==> src/rtl/alu_sweep_bist.sv <==
// rtl/alu_sweep_bist.sv - sweep driver and CRC signature collector for the 8-bit ALU
//
// Applies one captured operand to the ALU across all 32 {op, const_sel}
// combinations. Each vector is held HOLD_CYCLES cycles and sampled in the
// last one. Every {status, result} sample is folded into a 16-bit CRC
// (poly 0x1021, 9 bits MSB first per sample).
//
// Ports:
//   i_clk, i_reset        clock, asynchronous active-high reset
//   i_start, i_operand    sweep request (accepted in IDLE) and operand to capture
//   o_alu_input           captured operand driven to the ALU
//   o_alu_const_sel       ALU constant select (index[1:0] while sweeping)
//   o_alu_op              ALU operation select (index[4:2] while sweeping)
//   i_alu_result          ALU result
//   i_alu_status          ALU status flag
//   o_busy                sweep in progress
//   o_done                one-cycle pulse, signature final
//   o_signature           CRC accumulator
//   o_sample_valid        ALU is sampled at the closing edge of this cycle
//   o_sample_index        current vector index {op, const_sel}

module alu_sweep_bist #(
    parameter int          HOLD_CYCLES = 2,
    parameter logic [15:0] SIG_SEED    = 16'hFFFF
) (
    input  logic        i_clk,
    input  logic        i_reset,
    input  logic        i_start,
    input  logic [7:0]  i_operand,
    output logic [7:0]  o_alu_input,
    output logic [1:0]  o_alu_const_sel,
    output logic [2:0]  o_alu_op,
    input  logic [7:0]  i_alu_result,
    input  logic        i_alu_status,
    output logic        o_busy,
    output logic        o_done,
    output logic [15:0] o_signature,
    output logic        o_sample_valid,
    output logic [4:0]  o_sample_index
);

    typedef enum logic [1:0] {
        ST_IDLE  = 2'd0,
        ST_SWEEP = 2'd1,
        ST_DONE  = 2'd2
    } state_t;

    localparam logic [3:0] HOLD_LAST = 4'(HOLD_CYCLES - 1);

    state_t      r_state;
    state_t      w_next_state;
    logic [4:0]  r_index;
    logic [3:0]  r_hold;
    logic [7:0]  r_operand;
    logic [15:0] r_sig;
    logic        w_accept;
    logic        w_sample;

    // Nine serial CRC steps unrolled into one cycle, status bit first.
    function automatic logic [15:0] crc_step9(input logic [15:0] sig, input logic [8:0] word);
        logic [15:0] s;
        logic        fb;
        s = sig;
        for (int i = 8; i >= 0; i--) begin
            fb = s[15] ^ word[i];
            s  = {s[14:0], 1'b0} ^ (fb ? 16'h1021 : 16'h0000);
        end
        return s;
    endfunction

    always_ff @(posedge i_clk or posedge i_reset) begin
        if (i_reset) begin
            r_state <= ST_IDLE;
        end else begin
            r_state <= w_next_state;
        end
    end

    always_comb begin
        w_next_state    = r_state;
        w_accept        = 1'b0;
        w_sample        = 1'b0;
        o_busy          = 1'b0;
        o_done          = 1'b0;
        o_alu_op        = 3'd0;
        o_alu_const_sel = 2'd0;
        case (r_state)
            ST_IDLE: begin
                if (i_start) begin
                    w_accept     = 1'b1;
                    w_next_state = ST_SWEEP;
                end
            end
            ST_SWEEP: begin
                o_busy          = 1'b1;
                o_alu_op        = r_index[4:2];
                o_alu_const_sel = r_index[1:0];
                w_sample        = (r_hold == HOLD_LAST);
                if (w_sample && (r_index == 5'd31)) begin
                    w_next_state = ST_DONE;
                end
            end
            ST_DONE: begin
                o_done       = 1'b1;
                w_next_state = ST_IDLE;
            end
            default: begin
                w_next_state = ST_IDLE;
            end
        endcase
    end

    // Index wraps 31 -> 0 on the last sample, so it rests at 0 outside a sweep.
    always_ff @(posedge i_clk or posedge i_reset) begin
        if (i_reset) begin
            r_operand <= 8'd0;
            r_sig     <= SIG_SEED;
            r_index   <= 5'd0;
            r_hold    <= 4'd0;
        end else if (w_accept) begin
            r_operand <= i_operand;
            r_sig     <= SIG_SEED;
            r_index   <= 5'd0;
            r_hold    <= 4'd0;
        end else if (r_state == ST_SWEEP) begin
            if (w_sample) begin
                r_sig   <= crc_step9(r_sig, {i_alu_status, i_alu_result});
                r_index <= r_index + 5'd1;
                r_hold  <= 4'd0;
            end else begin
                r_hold  <= r_hold + 4'd1;
            end
        end
    end

    assign o_alu_input    = r_operand;
    assign o_signature    = r_sig;
    assign o_sample_valid = w_sample;
    assign o_sample_index = r_index;

endmodule

==> config.mk <==
export PLATFORM = sky130hd
export DESIGN_NAME = alu_sweep_bist
export DESIGN_NICKNAME = d
export VERILOG_FILES = /design/src/rtl/alu_sweep_bist.sv
export SDC_FILE = /design/constraint.sdc
export NUM_CORES = 1
export LEC_CHECK = 0
export ABC_AREA = 1
export CORE_MARGIN = 2
export CORE_UTILIZATION = 52
export CTS_BUF_LIST = sky130_fd_sc_hd__clkbuf_8
export DETAILED_ROUTE_END_ITERATION = 10
export GPL_TIMING_DRIVEN = 0
export PLACE_DENSITY = 0.88
export SYNTH_ARGS = -nofsm -noshare
export SYNTH_HDL_FRONTEND = slang
export SYNTH_SLANG_ARGS = --single-unit
==> constraint.sdc <==
create_clock -name i_clk -period 3.6 [get_ports i_clk]
set_clock_uncertainty 0.05 [all_clocks]
set_input_delay 0.72 -clock i_clk [delete_from_list [all_inputs] [get_ports i_clk]]
set_output_delay 0.72 -clock i_clk [all_outputs]
set_load 0.01 [all_outputs]
==> run summary <==
The layout net count came out at 327. The number of instances in the synthesized netlist is 240. The max-capacitance violation count came out at 0. The count of synthesis-stage warnings from yosys is 0. The sequential cell area fraction in the yosys report is 46.5%. The peak supply drop came out at 0.542 mV. The number of endpoints failing setup at the final stage came out at 0. Across every metal layer, demand over resource in global routing totals 24.6%.

TritonCTS created 5 clock buffers. After the first detailed-routing iteration, the DRC count stood at 99. In this run the critical register-to-register path is launched from o_signature[15].

The number of buffers and inverters on the critical path came out at 4. The clock latency reported for the late side of the worst-skew pair is 0.30 ns. The synthesis-to-layout area growth is 39.3%.

The routed wire length is 4700 µm. The total number of placement rows came out at 22. The endpoint kind of the worst setup timing path is an output pin. The number of hold buffers added after CTS was 0. The net count after synthesis is 264. Of the available clock period, the critical path in the final layout requires 77.9%. The horizontal die dimension is 64.9 µm. The post-route total power came out at 0.00249 W. Setup repair after global routing left no endpoint under its margin. The number of vias in the routed layout came out at 1773.

Post-CTS timing repair inserted 0 buffers for setup. The final max-slew violation count came to 0. The fraction of final layout cells with drive strength greater than 1 came out at 13.5%. The first global-routing pass estimated 7890 µm of wire. For the worst setup path, the data arrival time is 2.03 ns. The actual slew at the worst max-slew pin is 0.720 ns. The global routing usage on met2 came out at 41.2%.

The run finished with clean final reports. The class of the tightest hold or removal check is reg2reg. Gates resized during post-CTS repair numbered 0.

In this run the most used layer during global routing was met2. TritonCTS built the clock tree. For this design the ratio of total power to cell area is 926 mW/mm². The number of top-level design ports is 57.

The average instance area after synthesis is 8.03 µm². Summed over all instances, the cell type with the most area after synthesis is sky130_fd_sc_hd__dfrtp_1. The peak fanout along the critical path came out at 10.

The number of antenna diodes came out at 0. The total number of clock tree sinks is 35. The met3 layer usage reported by global route is 6.42%. The final-layout setup total negative slack is 0 ns. Among cell families on the critical path, the largest total delay comes from buffers and inverters.

The area of the placeable core is 0.00361 mm². The floorplan step defined a die boundary enclosing 0.00421 mm². The number of buffers added on ports came out at 56. The mapped netlist covers 0.00193 mm². The shortest clock period the worst path allows after layout came out at 2.80 ns. The maximum clock insertion buffer count is 2. The pin count of the biggest net entering global routing came out at 36. The share of the synthesized area in the top cell type came out at 24.7%. The tree is rooted in a sky130_fd_sc_hd__clkbuf_8. The layout has 273 filler cells. Measured against its own limit, the worst slew margin works out to 51.9%. After detailed routing, the number of vias per cell comes to 5.04.

The number of remaining DRC errors came out at 0. Tracing the worst setup path back leads to its startpoint at r_hold[1]. The most common cell after layout, fill and taps aside is sky130_fd_sc_hd__nand2_1. Yosys attributes the largest share of cell area to sky130_fd_sc_hd__dfrtp_1, sky130_fd_sc_hd__dfstp_2, sky130_fd_sc_hd__nand2_1. Walking the worst path, the cells encountered are inv_1, ha_1, nand3_4, inv_2, buf_6, clkdlybuf4s50_1. The cell with the largest stage delay on the worst path is sky130_fd_sc_hd__clkdlybuf4s50_1. The die extent in y came out at 64.9 µm. The launching element type of the critical path is a flop. The via count of the first global-routing pass was 1758. The remaining number of nets flagged by the antenna check after routing is 0. The half-perimeter wire length of the detailed placement result is 3390 µm.

The final count of hold timing violations was 0. After detailed routing, the average wire length per cell comes to 13.3 µm. The startpoint of the lowest-slack hold path is o_alu_input[2]. Summed over all cells, the static leakage comes to 1.29 nW. The remaining global-route overflow is 0. Synthesis instantiated 28 different standard cells from the library.

For met1 alone, demand over resource in global routing was 30.8%. The delay contributed by the slowest stage of the critical path is 0.54 ns. Data on the critical path is required at its endpoint by 2.83 ns. The number of detailed-route iterations in the first pass is 5.

The initial utilization of the core area, before any placement, comes to 53.5%. Leaving out fill and tap cells, the most frequent cells in the layout are sky130_fd_sc_hd__nand2_1, sky130_fd_sc_hd__clkdlybuf4s50_1, sky130_fd_sc_hd__inv_1. The critical path is of the reg2out type. The H-tree depth is 2. The clock-pin slew on the worst setup and hold paths is 0.08 ns.

The initial antenna violation count is 0. The final estimated routing congestion in global placement came out at 0.891. Counting flops and latches in the post-synthesis netlist gives 35. The peak clock frequency supported by timing is 0.357 GHz.
==> tightest hold or removal path, cell delays in order, from the launching register on <==
cell and delay [ns]:
sky130_fd_sc_hd__dfrtp_1 0.36, sky130_fd_sc_hd__nand2_1 0.06, sky130_fd_sc_hd__nand2_1 0.05
==> cell usage after synthesis (all sizes together) <==
| master | number |
|---|---|
| dfrtp | 19 |
| a41oi | 1 |
| a22oi | 4 |
| xnor2 | 9 |
| nand3 | 13 |
| nor3b | 1 |
| nand2 | 80 |
| inv | 31 |
| nand3b | 1 |
| o32ai | 1 |
| buf | 4 |
| a21oi | 14 |
| or2 | 1 |
| and3 | 1 |
| xor2 | 5 |
| nor3 | 2 |
| o21ai | 7 |
| dfstp | 16 |
| ha | 4 |
| nor2 | 26 |
==> where the power goes <==
| part | internal [W] | switching, W |
|---|---|---|
| Sequential | 0.000626 | 0.000152 |
| Clock | 0.000276 | 0.000156 |
| Combinational | 0.000602 | 0.000675 |
==> stage by stage <==
step | hold WS (ns) | utilization, % | area, µm² | std cells | setup slack (ns)
final | 0.440 | 74.5 | 2690 | 352 | 0.795
after global routing | 0.463 | 74.5 | 2690 | 352 | 0.690
after CTS | 0.443 | 74.5 | 2690 | 352 | 0.803
after detailed placement | 0.421 | 70.7 | 2550 | 344 | 1.13
after global placement | 0.411 | 70.7 | 2550 | 344 | 1.16
after floorplan | 0.439 | - | 1930 | 240 | 1.81
==> flip-flops by register name, indices dropped and copies added, names as in the netlist <==
name / flops
o_sample_index: 5
o_signature: 16
r_state: 2
o_alu_input: 8
r_hold: 4
==> path summary, 6_finish.rpt <==
check | slack [ns] | end | cells past startpoint
hold reg to reg | 0.44 | o_alu_input[2] | 2
max in group asynchronous | 2.24 | r_hold[2] | 2
min in group asynchronous | 0.80 | o_alu_input[5] | 2
setup / recovery | 0.80 | o_sample_valid | 6
hold / removal | 0.44 | o_alu_input[2] | 2
setup reg to reg | 2.00 | o_signature[5] | 10
==> area by class of cell <==
class	instances	area, µm²	share of cell area, %
plain buffers	4	26.3	0.979
clock buffers	5	68.8	2.56
clock inverters	3	67.6	2.52
inverters	31	116	4.33
multi-input cells	170	890	33.1
flip-flops and latches	35	896	33.4
well taps	48	60.1	2.24
repair buffers	56	561	20.9
==> logic make-up (layout without fill, tap and decap cells) <==
group / Yosys count / after routing / share of synthesized area, %
and+or+nand+nor: 125 / 125 / 29.3
DFF: 35 / 35 / 46.5
buffers and inverters: 35 / 99 / 7.40
AOI/OAI and AO/OA: 27 / 27 / 7.92
xor gates and xnor gates: 14 / 14 / 6.36
adders and majority gates: 4 / 4 / 2.60
==> layer usage <==
metal | wire (µm) | share of wire (%) | vias up
met1 | 1950 | 41 | 807
met3 | 351 | 7.5 | 11
li1 | - | - | 873
met2 | 2310 | 49 | 82
met4 | 87 | 1.9 | 0
met5 | 0 | 0 | -
No activity file was read; power rests on OpenSTA's default activity.
